==> config.mk <==
export PLATFORM = sky130hd
export DESIGN_NAME = capture_ctrl
export DESIGN_NICKNAME = d
export VERILOG_FILES = /design/src/rtl/la_pkg.sv /design/src/rtl/trig_detect.sv /design/src/rtl/capture_ctrl.sv
export SDC_FILE = /design/constraint.sdc
export NUM_CORES = 1
export LEC_CHECK = 0
export ABC_AREA = 1
export BUFFER_PORTS_ARGS = -buffer_cell sky130_fd_sc_hd__clkbuf_2
export CORE_MARGIN = 2
export CORE_UTILIZATION = 57
export CTS_BUF_LIST = sky130_fd_sc_hd__clkbuf_8
export DETAILED_ROUTE_END_ITERATION = 16
export PLACE_DENSITY = 0.95
export SKIP_LAST_GASP = 1
export SLEW_MARGIN = 20
export SYNTH_ARGS = -nofsm -noshare
export SYNTH_HDL_FRONTEND = slang
export SYNTH_SLANG_ARGS = --single-unit
==> constraint.sdc <==
create_clock -name clk -period 5.35 [get_ports clk]
set_clock_uncertainty 0.15 [all_clocks]
set_input_delay 0.8025 -clock clk [delete_from_list [all_inputs] [get_ports clk]]
set_output_delay 0.8025 -clock clk [all_outputs]
set_load 0.05 [all_outputs]
==> src/rtl/la_pkg.sv <==
// Shared encodings for the logic-analyzer capture path: FSM states and trigger modes.
package la_pkg;

  typedef enum logic [1:0] {
    ST_IDLE  = 2'b00,
    ST_ARMED = 2'b01,
    ST_POST  = 2'b10,
    ST_DONE  = 2'b11
  } state_t;

  localparam logic [1:0] TRIG_RISE  = 2'b00;
  localparam logic [1:0] TRIG_FALL  = 2'b01;
  localparam logic [1:0] TRIG_ANY   = 2'b10;
  localparam logic [1:0] TRIG_LEVEL = 2'b11;

endpackage

==> src/rtl/trig_detect.sv <==
// Single-bit trigger from a now/prev sample pair, masked per channel.
// Purely combinational (zero latency); no flow control.
module trig_detect
  import la_pkg::*;
#(
  parameter int WIDTH = 8
) (
  input  logic [1:0]       mode,
  input  logic [WIDTH-1:0] mask,
  input  logic [WIDTH-1:0] now,
  input  logic [WIDTH-1:0] prev,
  output logic             hit
);

  logic [WIDTH-1:0] vec;

  always_comb begin
    vec = '0;
    case (mode)
      TRIG_RISE:  vec = ~prev & now;
      TRIG_FALL:  vec = prev & ~now;
      TRIG_ANY:   vec = prev ^ now;
      TRIG_LEVEL: vec = now;
      default:    vec = '0;
    endcase
    hit = |(vec & mask);
  end

endmodule

==> src/rtl/capture_ctrl.sv <==
// Capture sequencer: ring-buffer writes while armed, then post_count samples after trigger.
// Write strobe is combinational from state and tick; the RAM takes no backpressure.
module capture_ctrl
  import la_pkg::*;
#(
  parameter int WIDTH  = 8,
  parameter int ADDR_W = 5,
  parameter int DIV_W  = 8
) (
  input  logic              clk,
  input  logic              rst,
  input  logic              arm,
  input  logic              abort,
  input  logic [1:0]        trig_mode,
  input  logic [WIDTH-1:0]  trig_mask,
  input  logic [ADDR_W-1:0] post_count,
  input  logic [DIV_W-1:0]  div,
  input  logic [WIDTH-1:0]  now,
  input  logic [WIDTH-1:0]  prev,
  output logic              wr_en,
  output logic [ADDR_W-1:0] wr_addr,
  output logic [WIDTH-1:0]  wr_data,
  output logic              busy,
  output logic              done,
  output logic              wrapped,
  output logic [ADDR_W-1:0] trig_addr
);

  state_t            state, state_nxt;
  logic [DIV_W-1:0]  presc;
  logic [ADDR_W-1:0] rem;
  logic              trig_hit, trig, tick, active, start;

  trig_detect #(.WIDTH(WIDTH)) u_trig_detect (
    .mode (trig_mode),
    .mask (trig_mask),
    .now  (now),
    .prev (prev),
    .hit  (trig_hit)
  );

  assign active  = (state == ST_ARMED) || (state == ST_POST);
  assign trig    = (state == ST_ARMED) && trig_hit;
  // A trigger cycle is forced to be a tick so the trigger sample is always stored.
  assign tick    = active && (trig || (presc == div));
  assign start   = arm && !abort && ((state == ST_IDLE) || (state == ST_DONE));
  assign wr_data = now;

  always_ff @(posedge clk) begin
    if (rst) state <= ST_IDLE;
    else     state <= state_nxt;
  end

  always_comb begin
    state_nxt = state;
    if (abort) begin
      state_nxt = ST_IDLE;
    end else begin
      case (state)
        ST_IDLE:  if (arm) state_nxt = ST_ARMED;
        ST_ARMED: if (trig) state_nxt = (post_count == '0) ? ST_DONE : ST_POST;
        ST_POST:  if (tick && (rem == ADDR_W'(1))) state_nxt = ST_DONE;
        ST_DONE:  if (arm) state_nxt = ST_ARMED;
        default:  state_nxt = ST_IDLE;
      endcase
    end
  end

  always_comb begin
    wr_en = tick;
    busy  = active;
    done  = (state == ST_DONE);
  end

  always_ff @(posedge clk) begin
    if (rst) begin
      wr_addr   <= '0;
      presc     <= '0;
      wrapped   <= 1'b0;
      trig_addr <= '0;
      rem       <= '0;
    end else if (start) begin
      wr_addr <= '0;
      presc   <= '0;
      wrapped <= 1'b0;
    end else begin
      if (active) presc <= tick ? '0 : presc + 1'b1;
      if (wr_en) begin
        wr_addr <= wr_addr + 1'b1;
        if (wr_addr == '1) wrapped <= 1'b1;
      end
      if (trig) begin
        trig_addr <= wr_addr;
        rem       <= post_count;
      end else if ((state == ST_POST) && tick) begin
        rem <= rem - 1'b1;
      end
    end
  end

endmodule

After elaboration in Yosys (flattened, before gate mapping)
Index checks and enable logic that the tools add are counted.
- output and inout bits: 22
- bits of input ports: 43
- flip-flop bits (word level): 26
- reductions and logical operators: 22
- bitwise logic cells: 7
- $add $sub $neg: 3
- equality and inequality tests: 12
- muxes and demuxes: 9
- operators by type and width (cell ; number):
    case mux 8 bit (4 select lines) ; 1
    AND 8 bit ; 3
    inverter 8 bit ; 2
    two-way mux 5 bit ; 2
    adder 8 x 1 -> 8 bit (second input constant) ; 1
    == test 2 bit (second input constant) ; 4
    == test 8 bit ; 1
    two-way mux 8 bit ; 1
    OR reduction 8 bit ; 1
    XOR 8 bit ; 1
    logical AND 1 bit ; 6
    two-way mux 2 bit ; 3
    case mux 2 bit (3 select lines) ; 1
    AND reduction 2 bit ; 3
    OR reduction 2 bit ; 3
    adder 5 x 1 -> 5 bit (second input constant) ; 1
    == test 5 x 1 -> 1 bit (second input constant) ; 1
    == test 5 bit (second input constant) ; 1
    zero test 5 bit ; 1
    subtractor 5 x 1 -> 5 bit (second input constant) ; 1
    == test 2 x 1 -> 1 bit (second input constant) ; 2
    zero test 2 bit ; 2
    != test 2 x 1 -> 1 bit (second input constant) ; 2
    logical OR 1 bit ; 3
    other kinds (6) ; 6

Depth between registers and ports, before layout
Gate-level depths: netlist of run 1.
- depth in word-level cells: 11
- gate-level depth with buffers: 16

Modules after synthesis
A second synthesis of run 1 with hierarchy kept.
- cell total of the unflattened synthesis: 327
- area, all modules: 2147.1 um^2
- modules (own cells, without submodules) (module ; seq. area each (um^2) ; cells each ; times used ; area each (um^2)):
    capture_ctrl ; 520.5 ; 220 ; 1 ; 1511.4
    trig_detect ; 0.0 ; 107 ; 1 ; 635.6

Worst setup path after synthesis of run 1
OpenSTA, ideal clock, no wires.
- path kind: input to output
- from: in now[7]
- to: out wr_en
- path buffers: 0
- data required time: 4.398 ns
- setup slack: 2.413 ns
- stages on the path: 12
- arrival time: 1.984 ns
- cells stage by stage: inv_1 -> ha_1 -> nand3b_1 -> nand3_1 -> nand2_1 -> nand2_1 -> nor2_1 -> nand2_1 -> nand2_2 -> nand2_2 -> nand2_4 -> inv_2
- word-level cells in the longest chain between the ends: 8
- RTL lines (what ; line ; RTL):
    start, declared ; capture_ctrl.sv:18 ; input logic [WIDTH-1:0] now,
    inverter 8 bit ; trig_detect.sv:21 ; TRIG_FALL: vec = prev & ~now;
    AND 8 bit ; trig_detect.sv:21 ;
    case mux 8 bit (4 select lines) * ; trig_detect.sv:19 ; case (mode)
    AND 8 bit * ; trig_detect.sv:26 ; hit = |(vec & mask);
    OR reduction 8 bit * ; trig_detect.sv:26 ;
    logical AND 1 bit * ; capture_ctrl.sv:43 ; assign trig = (state == ST_ARMED) && trig_hit;
    logical OR 1 bit * ; capture_ctrl.sv:45 ; assign tick = active && (trig || (presc == div));
    logical AND 1 bit * ; capture_ctrl.sv:45 ;
    end, declared ; capture_ctrl.sv:20 ; output logic wr_en,
Mark *: on every way between the ends. The rest lies on a longest branch, timed or not.

Final worst setup path of run 1
Same ends and word-level chain as after synthesis.

==> results of run 1 <==
-- worst reg2reg max path, delay by kind of cell, from the launching register on --
kind,cells,cell delay (ns)
AND/OR/NAND/NOR,7,0.95
buffers and inverters,1,0.07
flip-flops,1,0.42
adder cells (fa/ha/maj),1,0.37
XOR/XNOR,1,0.15
-- area by class of cell --
type / count / area [sq um] / share of cell area
clock inverters: 1 / 30.03 / 0.01219
well taps: 48 / 60.06 / 0.02438
inverters: 56 / 210.2 / 0.08532
multi-input cells: 217 / 1281 / 0.5201
flip-flops and latches: 26 / 520.5 / 0.2113
repair buffers: 64 / 320.3 / 0.1300
clock buffers: 3 / 41.29 / 0.01676
-- registers in the layout, indices dropped and copies added (netlist names) --
name / cells
rem: 5
wr_addr: 5
wrapped: 1
state: 2
presc: 8
trig_addr: 5
-- stage by stage --
stage                     cell area (sq um)  hold slack (ns)
after detailed placement               2392           0.2959
final                                  2464           0.3069
after floorplan                        2103           0.3047
after global placement                 2392           0.2937
after global routing                   2464           0.3499
after CTS                              2464           0.3084
-- power by group through the flow --
stage               Clock [mW]  Combinational, mW  Sequential [mW]
floorplan                    0              0.109            0.212
global placement             0              0.142            0.211
detailed placement           0              0.147            0.211
CTS                      0.162              0.149            0.207
global route             0.171              0.167            0.207
finish                   0.161              0.148            0.207
-- layer usage --
layer	global-route usage	share of wire	vias up
met5	0	0	-
met4	0.08777	0.017	0
met3	0.03125	0.044	10
met2	0.4291	0.52	53
met1	0.2422	0.42	944
li1	-	-	1086
-- final timing paths --
kind | endpoint | slack [ns] | depth (start not counted)
max | wr_en | 2.01 | 14
min | wrapped$_SDFFE_PP0P_ | 0.31 | 2
max reg2reg | presc[7]$_SDFFE_PP0P_ | 3.13 | 10
min reg2reg | wrapped$_SDFFE_PP0P_ | 0.31 | 2
-- cell usage in the layout (no fill, tap or decap), drive strengths merged --
master	netlist	final
a31oi	1	1
nand4	1	1
inv	56	56
ha	25	25
nand3b	3	3
nand3	24	24
clkbuf	1	67
nor2	39	39
or4	1	1
dfxtp	26	26
nor3b	2	2
o21ai	22	22
nor3	4	4
or2	1	1
a21boi	8	8
a21oi	13	13
o31ai	1	1
nand2	58	58
o21bai	1	1
bufinv	0	1
xnor2	1	1
xor2	12	12
-- kinds of logic after synthesis --
family / Yosys count
xor gates and xnor gates: 13
AOI/OAI and AO/OA: 46
DFF: 26
adders and majority gates: 25
and+or+nand+nor: 133
buffers and inverters: 68
==> run_summary.xml, run 1 <==
<?xml version="1.0" encoding="UTF-8"?>
<metrics>
  <group name="finish">
    <metric name="antennaDiodeCount" unit="">0</metric>
    <metric name="areaGrowthSynthToFinish" unit="%">17.13</metric>
    <metric name="final_core_util" unit="">0.6832</metric>
    <metric name="n_fill_cell" unit="">321</metric>
    <metric name="finalNonFillerCells" unit="">415</metric>
    <metric name="final_nets" unit="">436</metric>
    <metric name="final_layout_size_suffix_gt1_frac" unit="">0.2316</metric>
  </group>
  <group name="drt">
    <metric name="dr_total_vias" unit="">2093</metric>
    <metric name="drc" unit="">0</metric>
    <metric name="vias_per_cell" unit="">5.043</metric>
    <metric name="routed_wire_length_per_instance" unit="um">11.09</metric>
    <metric name="route.final.wire_length" unit="um">4604</metric>
    <metric name="drt-initial-drc-count" unit="">68</metric>
    <metric name="ant_nets" unit="">0</metric>
    <metric name="dr.pass1.iters" unit="">4</metric>
  </group>
  <group name="global_route">
    <metric name="grt_start_max_net_pins" unit="">16</metric>
    <metric name="antenna_violations_before_repair" unit="">0</metric>
    <metric name="number_of_global_route_vias_before_repair" unit="">1990</metric>
    <metric name="overall_overflow_remaining_after_global_route" unit="">0</metric>
    <metric name="grt_pass1_wl" unit="um">7603</metric>
    <metric name="grt_util_all_layers" unit="">0.2231</metric>
  </group>
  <group name="sta">
    <metric name="final_hold_viol_count" unit="">0</metric>
    <metric name="fin_crit_sh" unit="">0.6248</metric>
    <metric name="timing_worst_slew_pin_value" unit="ns">0.3744</metric>
    <metric name="final_period_minus_worst_setup_slack" unit="ns">3.343</metric>
    <metric name="setup-tns-final" unit="ns">0</metric>
    <metric name="clock.fmax" unit="MHz">299.2</metric>
    <metric name="report.final.setup_viol" unit="">0</metric>
    <metric name="pnr_worst_setup_slack" unit="ns">2.007</metric>
    <metric name="finalMaxSlewViolations" unit="">0</metric>
    <metric name="slew_headroom" unit="">0.7495</metric>
    <metric name="rsz0062_at_grt" unit="">no</metric>
  </group>
  <group name="synthesis">
    <metric name="synthesis.nets" unit="">379</metric>
    <metric name="avgSynthCellArea" unit="sq um">6.763</metric>
    <metric name="biggest_area_consumer_among_synthesized_cells" unit="">sky130_fd_sc_hd__dfxtp_1</metric>
    <metric name="yosys_warnings" unit="">0</metric>
    <metric name="synth_xor_area_frac" unit="">0.05413</metric>
    <metric name="postSynthCellCount" unit="">311</metric>
    <metric name="post-synth-top-area-fraction" unit="">0.2475</metric>
    <metric name="synthFlopType" unit="">sky130_fd_sc_hd__dfxtp_1</metric>
    <metric name="synth.yosys.seq_area_share" unit="">0.2475</metric>
    <metric name="ys_seq_elements" unit="">26</metric>
    <metric name="netlist_top_cells_count" unit="">sky130_fd_sc_hd__nand2_1 (53), sky130_fd_sc_hd__inv_1 (49), sky130_fd_sc_hd__nor2_1 (37)</metric>
    <metric name="synth_edf_count" unit="">0</metric>
    <metric name="synth_most_common_cell" unit="">sky130_fd_sc_hd__nand2_1</metric>
    <metric name="synth_async_reset_ratio" unit="">0</metric>
    <metric name="synth.top_cells.by_area" unit="">sky130_fd_sc_hd__dfxtp_1 (25%), sky130_fd_sc_hd__ha_1 (15%), sky130_fd_sc_hd__nand2_1 (9.5%)</metric>
    <metric name="synth.distinct_cells" unit="">30</metric>
    <metric name="post_synth_and_or_nand_nor_area_fraction" unit="">0.2826</metric>
    <metric name="area_fraction_in_compound_gates_after_synthesis" unit="">0.1237</metric>
    <metric name="synthesis.area" unit="sq um">2103</metric>
    <metric name="yosys-mux-area-fraction" unit="">0</metric>
    <metric name="post_synthesis_adder_cell_area_fraction" unit="">0.1487</metric>
    <metric name="largest_family_of_logic_cells_by_synthesized_area" unit="">simple AND/OR/NAND/NOR gates</metric>
  </group>
  <group name="placement">
    <metric name="placement.io_buffers" unit="">64</metric>
    <metric name="detailedPlace.worstSlack" unit="ns">2.008</metric>
    <metric name="dp_hpwl" unit="um">3607</metric>
    <metric name="placed_cells_incl_taps" unit="">411</metric>
    <metric name="globalplace.congestion" unit="">0.8430</metric>
  </group>
  <group name="worst_setup_path">
    <metric name="timing.critical_path.from" unit="">now[7]</metric>
    <metric name="path_buf_inv" unit="">4</metric>
    <metric name="critical_path.startpoint_type" unit="">input port</metric>
    <metric name="cpPeakStageDelay" unit="ns">0.28</metric>
    <metric name="worstPathRequired" unit="ns">4.40</metric>
    <metric name="critical_path.endpoint_type" unit="">output port</metric>
    <metric name="path_common_cell" unit="">sky130_fd_sc_hd__nand2_1</metric>
    <metric name="cp_data_arrival_time" unit="ns">2.39</metric>
    <metric name="critical-path-top-delay-family" unit="">simple AND/OR/NAND/NOR gates</metric>
    <metric name="critical_path.max_fanout" unit="">8</metric>
    <metric name="worst-setup-path-type" unit="">in -&gt; out</metric>
    <metric name="critical_path.cell_chain" unit="">clkbuf_2 &gt; inv_1 &gt; ha_1 &gt; nand3b_1 &gt; nand3_1 &gt; nand2_1 &gt; nand2_1 &gt; nor2_1 &gt; nand2_1 &gt; nand2_2 &gt; nand2_2 &gt; nand2_4 &gt; inv_2 &gt; clkbuf_2</metric>
    <metric name="cpMaxStageDelayCell" unit="">sky130_fd_sc_hd__clkbuf_2</metric>
    <metric name="r2r-start" unit="">state[0]$_SDFFE_PP0P_</metric>
  </group>
  <group name="power_and_ir_drop">
    <metric name="net-switching-power" unit="mW">0.1635</metric>
    <metric name="power.share.combinational" unit="">0.287</metric>
    <metric name="sequential_share_of_power" unit="">0.400</metric>
    <metric name="vdd_ir_drop_max" unit="mV">0.1816</metric>
    <metric name="report.power.total" unit="mW">0.5161</metric>
    <metric name="leakagePower" unit="nW">1.311</metric>
    <metric name="power_switching_share" unit="">0.3168</metric>
    <metric name="clockPowerShare" unit="">0.313</metric>
    <metric name="cell_internal_pwr" unit="mW">0.3526</metric>
    <metric name="power.density" unit="nW/um^2">209.5</metric>
  </group>
  <group name="clock_network">
    <metric name="post_cts.repair.setup_buffers" unit="">0</metric>
    <metric name="cts.sink_count" unit="">26</metric>
    <metric name="cts_buffer_count" unit="">3</metric>
    <metric name="post_cts.resized_instances" unit="">0</metric>
    <metric name="worst_setup_hold_path_clk_slew" unit="ns">0.09</metric>
    <metric name="tritoncts" unit="">built</metric>
    <metric name="cts_root_buf" unit="">sky130_fd_sc_hd__clkbuf_8</metric>
    <metric name="cts_hold_buf" unit="">0</metric>
    <metric name="htree_num_levels" unit="">1</metric>
    <metric name="clk-insertion-delay-late" unit="ns">0.27</metric>
    <metric name="clockBufferDepth" unit="">2</metric>
  </group>
  <group name="status">
    <metric name="outcome" unit="">finished, final reports clean</metric>
  </group>
  <group name="floorplanning">
    <metric name="initial_utilization" unit="">0.5833</metric>
    <metric name="fp.dieW" unit="um">64.75</metric>
    <metric name="dieArea" unit="sq um">4192</metric>
    <metric name="core" unit="sq um">3606</metric>
    <metric name="floorplan.io_pins" unit="">65</metric>
    <metric name="dieHeight" unit="um">64.75</metric>
    <metric name="num_rows" unit="">22</metric>
  </group>
  <group name="min_path">
    <metric name="timing.hold.worst.class" unit="">reg -&gt; reg</metric>
    <metric name="hold_path_startpoint" unit="">wrapped$_SDFFE_PP0P_</metric>
  </group>
  <group name="job">
    <metric name="cap_viol_max_count" unit="">0</metric>
  </group>
</metrics>
(Power assumes the default switching activity.)
==> run 2, diff against run 1 <==
--- a/config.mk
+++ b/config.mk
@@ -8,10 +8,10 @@
 export ABC_AREA = 1
 export BUFFER_PORTS_ARGS = -buffer_cell sky130_fd_sc_hd__clkbuf_2
 export CORE_MARGIN = 2
-export CORE_UTILIZATION = 57
+export CORE_UTILIZATION = 48
 export CTS_BUF_LIST = sky130_fd_sc_hd__clkbuf_8
 export DETAILED_ROUTE_END_ITERATION = 16
-export PLACE_DENSITY = 0.95
+export PLACE_DENSITY = 0.9
 export SKIP_LAST_GASP = 1
 export SLEW_MARGIN = 20
 export SYNTH_ARGS = -nofsm -noshare
==> constraint.sdc (replaced) <==
create_clock -name clk -period 2.7 [get_ports clk]
set_clock_uncertainty 0.15 [all_clocks]
set_input_delay 0.405 -clock clk [delete_from_list [all_inputs] [get_ports clk]]
set_output_delay 0.405 -clock clk [all_outputs]
set_load 0.05 [all_outputs]
==> run 2 against run 1 <==
  * Total power grew 83%
  * Register-to-register slack lost 2.5 ns
  * Routed wire length shrank 3.1%
  * Critical path depth is the same
  * Worst setup slack lost 1.8 ns
  * Global-route usage shrank 3.4 points
  * Clock-buffer cell count grew 1
  * Die area grew 18%
  * Flip-flop and latch count is the same
  * Via count shrank 0.48%
  * Critical path type unchanged
==> run_summary.xml, run 2 (same netlist as run 1, synthesis figures left out) <==
<?xml version="1.0" encoding="UTF-8"?>
<metrics>
  <group name="global_route">
    <metric name="grt_pass1_wl" unit="um">7921</metric>
    <metric name="number_of_global_route_vias_before_repair" unit="">1963</metric>
    <metric name="grt_util_all_layers" unit="">0.1893</metric>
    <metric name="grt_start_max_net_pins" unit="">16</metric>
    <metric name="antenna_violations_before_repair" unit="">0</metric>
    <metric name="overall_overflow_remaining_after_global_route" unit="">0</metric>
  </group>
  <group name="power_and_ir_drop">
    <metric name="power_switching_share" unit="">0.3347</metric>
    <metric name="leakagePower" unit="nW">1.305</metric>
    <metric name="power.density" unit="nW/um^2">386.2</metric>
    <metric name="sequential_share_of_power" unit="">0.432</metric>
    <metric name="net-switching-power" unit="mW">0.3170</metric>
    <metric name="vdd_ir_drop_max" unit="mV">0.4110</metric>
    <metric name="power.share.combinational" unit="">0.306</metric>
    <metric name="cell_internal_pwr" unit="mW">0.6301</metric>
    <metric name="clockPowerShare" unit="">0.262</metric>
  </group>
  <group name="worst_setup_path">
    <metric name="critical_path.startpoint_type" unit="">input port</metric>
    <metric name="reg2reg_slack" unit="ns">0.59</metric>
    <metric name="cp_data_arrival_time" unit="ns">1.97</metric>
    <metric name="worstPathRequired" unit="ns">2.14</metric>
    <metric name="length_in_cells_of_the_worst_reg_to_reg_path" unit="">9</metric>
    <metric name="critical_path.max_fanout" unit="">8</metric>
    <metric name="critical_path.endpoint_type" unit="">output port</metric>
    <metric name="worst-setup-path-type" unit="">in -&gt; out</metric>
  </group>
  <group name="floorplanning">
    <metric name="floorplan.io_pins" unit="">65</metric>
    <metric name="dieHeight" unit="um">70.20</metric>
    <metric name="dieArea" unit="sq um">4927</metric>
    <metric name="initial_utilization" unit="">0.4898</metric>
    <metric name="fp.dieW" unit="um">70.20</metric>
    <metric name="num_rows" unit="">24</metric>
    <metric name="core" unit="sq um">4294</metric>
  </group>
  <group name="sta">
    <metric name="pnr_worst_setup_slack" unit="ns">0.1732</metric>
    <metric name="final_hold_viol_count" unit="">0</metric>
    <metric name="report.final.setup_viol" unit="">0</metric>
    <metric name="rsz0062_at_grt" unit="">no</metric>
    <metric name="final_period_minus_worst_setup_slack" unit="ns">2.527</metric>
    <metric name="slew_headroom" unit="">0.7686</metric>
    <metric name="clock.fmax" unit="MHz">395.8</metric>
    <metric name="setup-tns-final" unit="ns">0</metric>
    <metric name="final_layout_worst_hold_slack" unit="ns">0.2539</metric>
    <metric name="timing_worst_slew_pin_value" unit="ns">0.3458</metric>
    <metric name="fin_crit_sh" unit="">0.9359</metric>
    <metric name="finalMaxSlewViolations" unit="">0</metric>
  </group>
  <group name="placement">
    <metric name="dp_hpwl" unit="um">3654</metric>
    <metric name="globalplace.congestion" unit="">0.8203</metric>
    <metric name="placement.io_buffers" unit="">64</metric>
    <metric name="detailedPlace.worstSlack" unit="ns">0.1701</metric>
    <metric name="placed_cells_incl_taps" unit="">415</metric>
  </group>
  <group name="drt">
    <metric name="vias_per_cell" unit="">4.971</metric>
    <metric name="drt-initial-drc-count" unit="">76</metric>
    <metric name="dr_total_vias" unit="">2083</metric>
    <metric name="dr.pass1.iters" unit="">4</metric>
    <metric name="route.final.wire_length" unit="um">4459</metric>
    <metric name="routed_wire_length_per_instance" unit="um">10.64</metric>
    <metric name="drc" unit="">0</metric>
    <metric name="ant_nets" unit="">0</metric>
  </group>
  <group name="clock_network">
    <metric name="clk-insertion-delay-late" unit="ns">0.27</metric>
    <metric name="cts_hold_buf" unit="">0</metric>
    <metric name="tritoncts" unit="">built</metric>
    <metric name="clockBufferDepth" unit="">2</metric>
    <metric name="cts.sink_count" unit="">26</metric>
    <metric name="htree_num_levels" unit="">1</metric>
    <metric name="worst_setup_hold_path_clk_slew" unit="ns">0.09</metric>
    <metric name="post_cts.repair.setup_buffers" unit="">0</metric>
    <metric name="post_cts.resized_instances" unit="">0</metric>
    <metric name="cts_buffer_count" unit="">3</metric>
    <metric name="cts_root_buf" unit="">sky130_fd_sc_hd__clkbuf_8</metric>
  </group>
  <group name="status">
    <metric name="outcome" unit="">finished, final reports clean</metric>
  </group>
  <group name="finish">
    <metric name="max_reg_flops" unit="">8</metric>
    <metric name="final_nets" unit="">436</metric>
    <metric name="area_of_combinational_cells_with_multiple_inputs" unit="sq um">1281</metric>
    <metric name="layout_commonest_cell" unit="">sky130_fd_sc_hd__clkbuf_2</metric>
    <metric name="seq_area" unit="sq um">520.5</metric>
    <metric name="final_layout_size_suffix_gt1_frac" unit="">0.2316</metric>
    <metric name="most-common-layout-cells" unit="">sky130_fd_sc_hd__clkbuf_2 (63), sky130_fd_sc_hd__nand2_1 (53), sky130_fd_sc_hd__inv_1 (49), sky130_fd_sc_hd__nor2_1 (37), sky130_fd_sc_hd__dfxtp_1 (26)</metric>
    <metric name="antennaDiodeCount" unit="">0</metric>
    <metric name="largest_register" unit="">presc</metric>
    <metric name="n_fill_cell" unit="">403</metric>
    <metric name="areaGrowthSynthToFinish" unit="%">16.60</metric>
    <metric name="finalNonFillerCells" unit="">419</metric>
  </group>
  <group name="min_path">
    <metric name="timing.hold.worst_path_depth" unit="">2</metric>
    <metric name="timing.hold.worst.class" unit="">in -&gt; reg</metric>
  </group>
  <group name="job">
    <metric name="cap_viol_max_count" unit="">0</metric>
  </group>
</metrics>
[run 2: cell count changes in the layout (fill, tap and decap cells not counted)]
| cell | before | now |
|---|---|---|
| sky130_fd_sc_hd__buf_2 | 0 | 1 |
| sky130_fd_sc_hd__bufinv_16 | 1 | 0 |
| sky130_fd_sc_hd__clkbuf_2 | 64 | 63 |
| sky130_fd_sc_hd__clkbuf_8 | 3 | 4 |
[run 2: cell type report]
class                   instances  share of cell area
multi-input cells             217              0.5224
flip-flops and latches         26              0.2122
repair buffers                 64              0.1306
inverters                      56             0.08571
well taps                      52             0.02653
clock buffers                   4             0.02245
[run 2: power by group through the flow]
stage / sequential (mW) / clock [mW] / combinational [mW]
floorplan: 0.420 / 0 / 0.216
global placement: 0.418 / 0 / 0.281
detailed placement: 0.418 / 0 / 0.289
CTS: 0.409 / 0.255 / 0.291
global route: 0.411 / 0.269 / 0.330
finish: 0.409 / 0.248 / 0.290
[run 2: worst paths after layout]
| path | startpoint | endpoint |
|---|---|---|
| setup / recovery | now[2] | wr_en |
| hold / removal | rst | trig_addr[4]$_SDFFE_PP0P_ |
| setup reg to reg | state[0]$_SDFFE_PP0P_ | rem[2]$_SDFFE_PP0P_ |
| hold reg to reg | wrapped$_SDFFE_PP0P_ | wrapped$_SDFFE_PP0P_ |
[run 2: stage by stage]
stage               utilization  power (mW)  area, sq um
floorplan                     -      0.6355         2103
global placement         0.5583      0.6992         2397
detailed placement       0.5583      0.7079         2397
CTS                      0.5711      0.9560         2452
global route             0.5711       1.010         2452
finish                   0.5711      0.9471         2452
[run 2: layer usage]
metal	track usage	wire, um	share of wire	vias to the layer above
li1	-	-	-	1082
met1	0.2184	1923	0.43	946
met2	0.3534	2242	0.50	49
met3	0.03608	229	0.051	6
met4	0.05128	64	0.014	0
met5	0	0	0	-
[run 2: critical path: stages]
cell	delay [ns]
sky130_fd_sc_hd__clkbuf_2	0.11
sky130_fd_sc_hd__inv_1	0.05
sky130_fd_sc_hd__ha_1	0.27
sky130_fd_sc_hd__nand3b_1	0.14
sky130_fd_sc_hd__nand3_1	0.10
sky130_fd_sc_hd__nand2_1	0.06
sky130_fd_sc_hd__nand2_1	0.07
sky130_fd_sc_hd__nor2_1	0.05
sky130_fd_sc_hd__nand2_1	0.06
sky130_fd_sc_hd__nand2_2	0.08
sky130_fd_sc_hd__nand2_2	0.10
sky130_fd_sc_hd__nand2_4	0.09
sky130_fd_sc_hd__inv_2	0.11
sky130_fd_sc_hd__buf_2	0.27
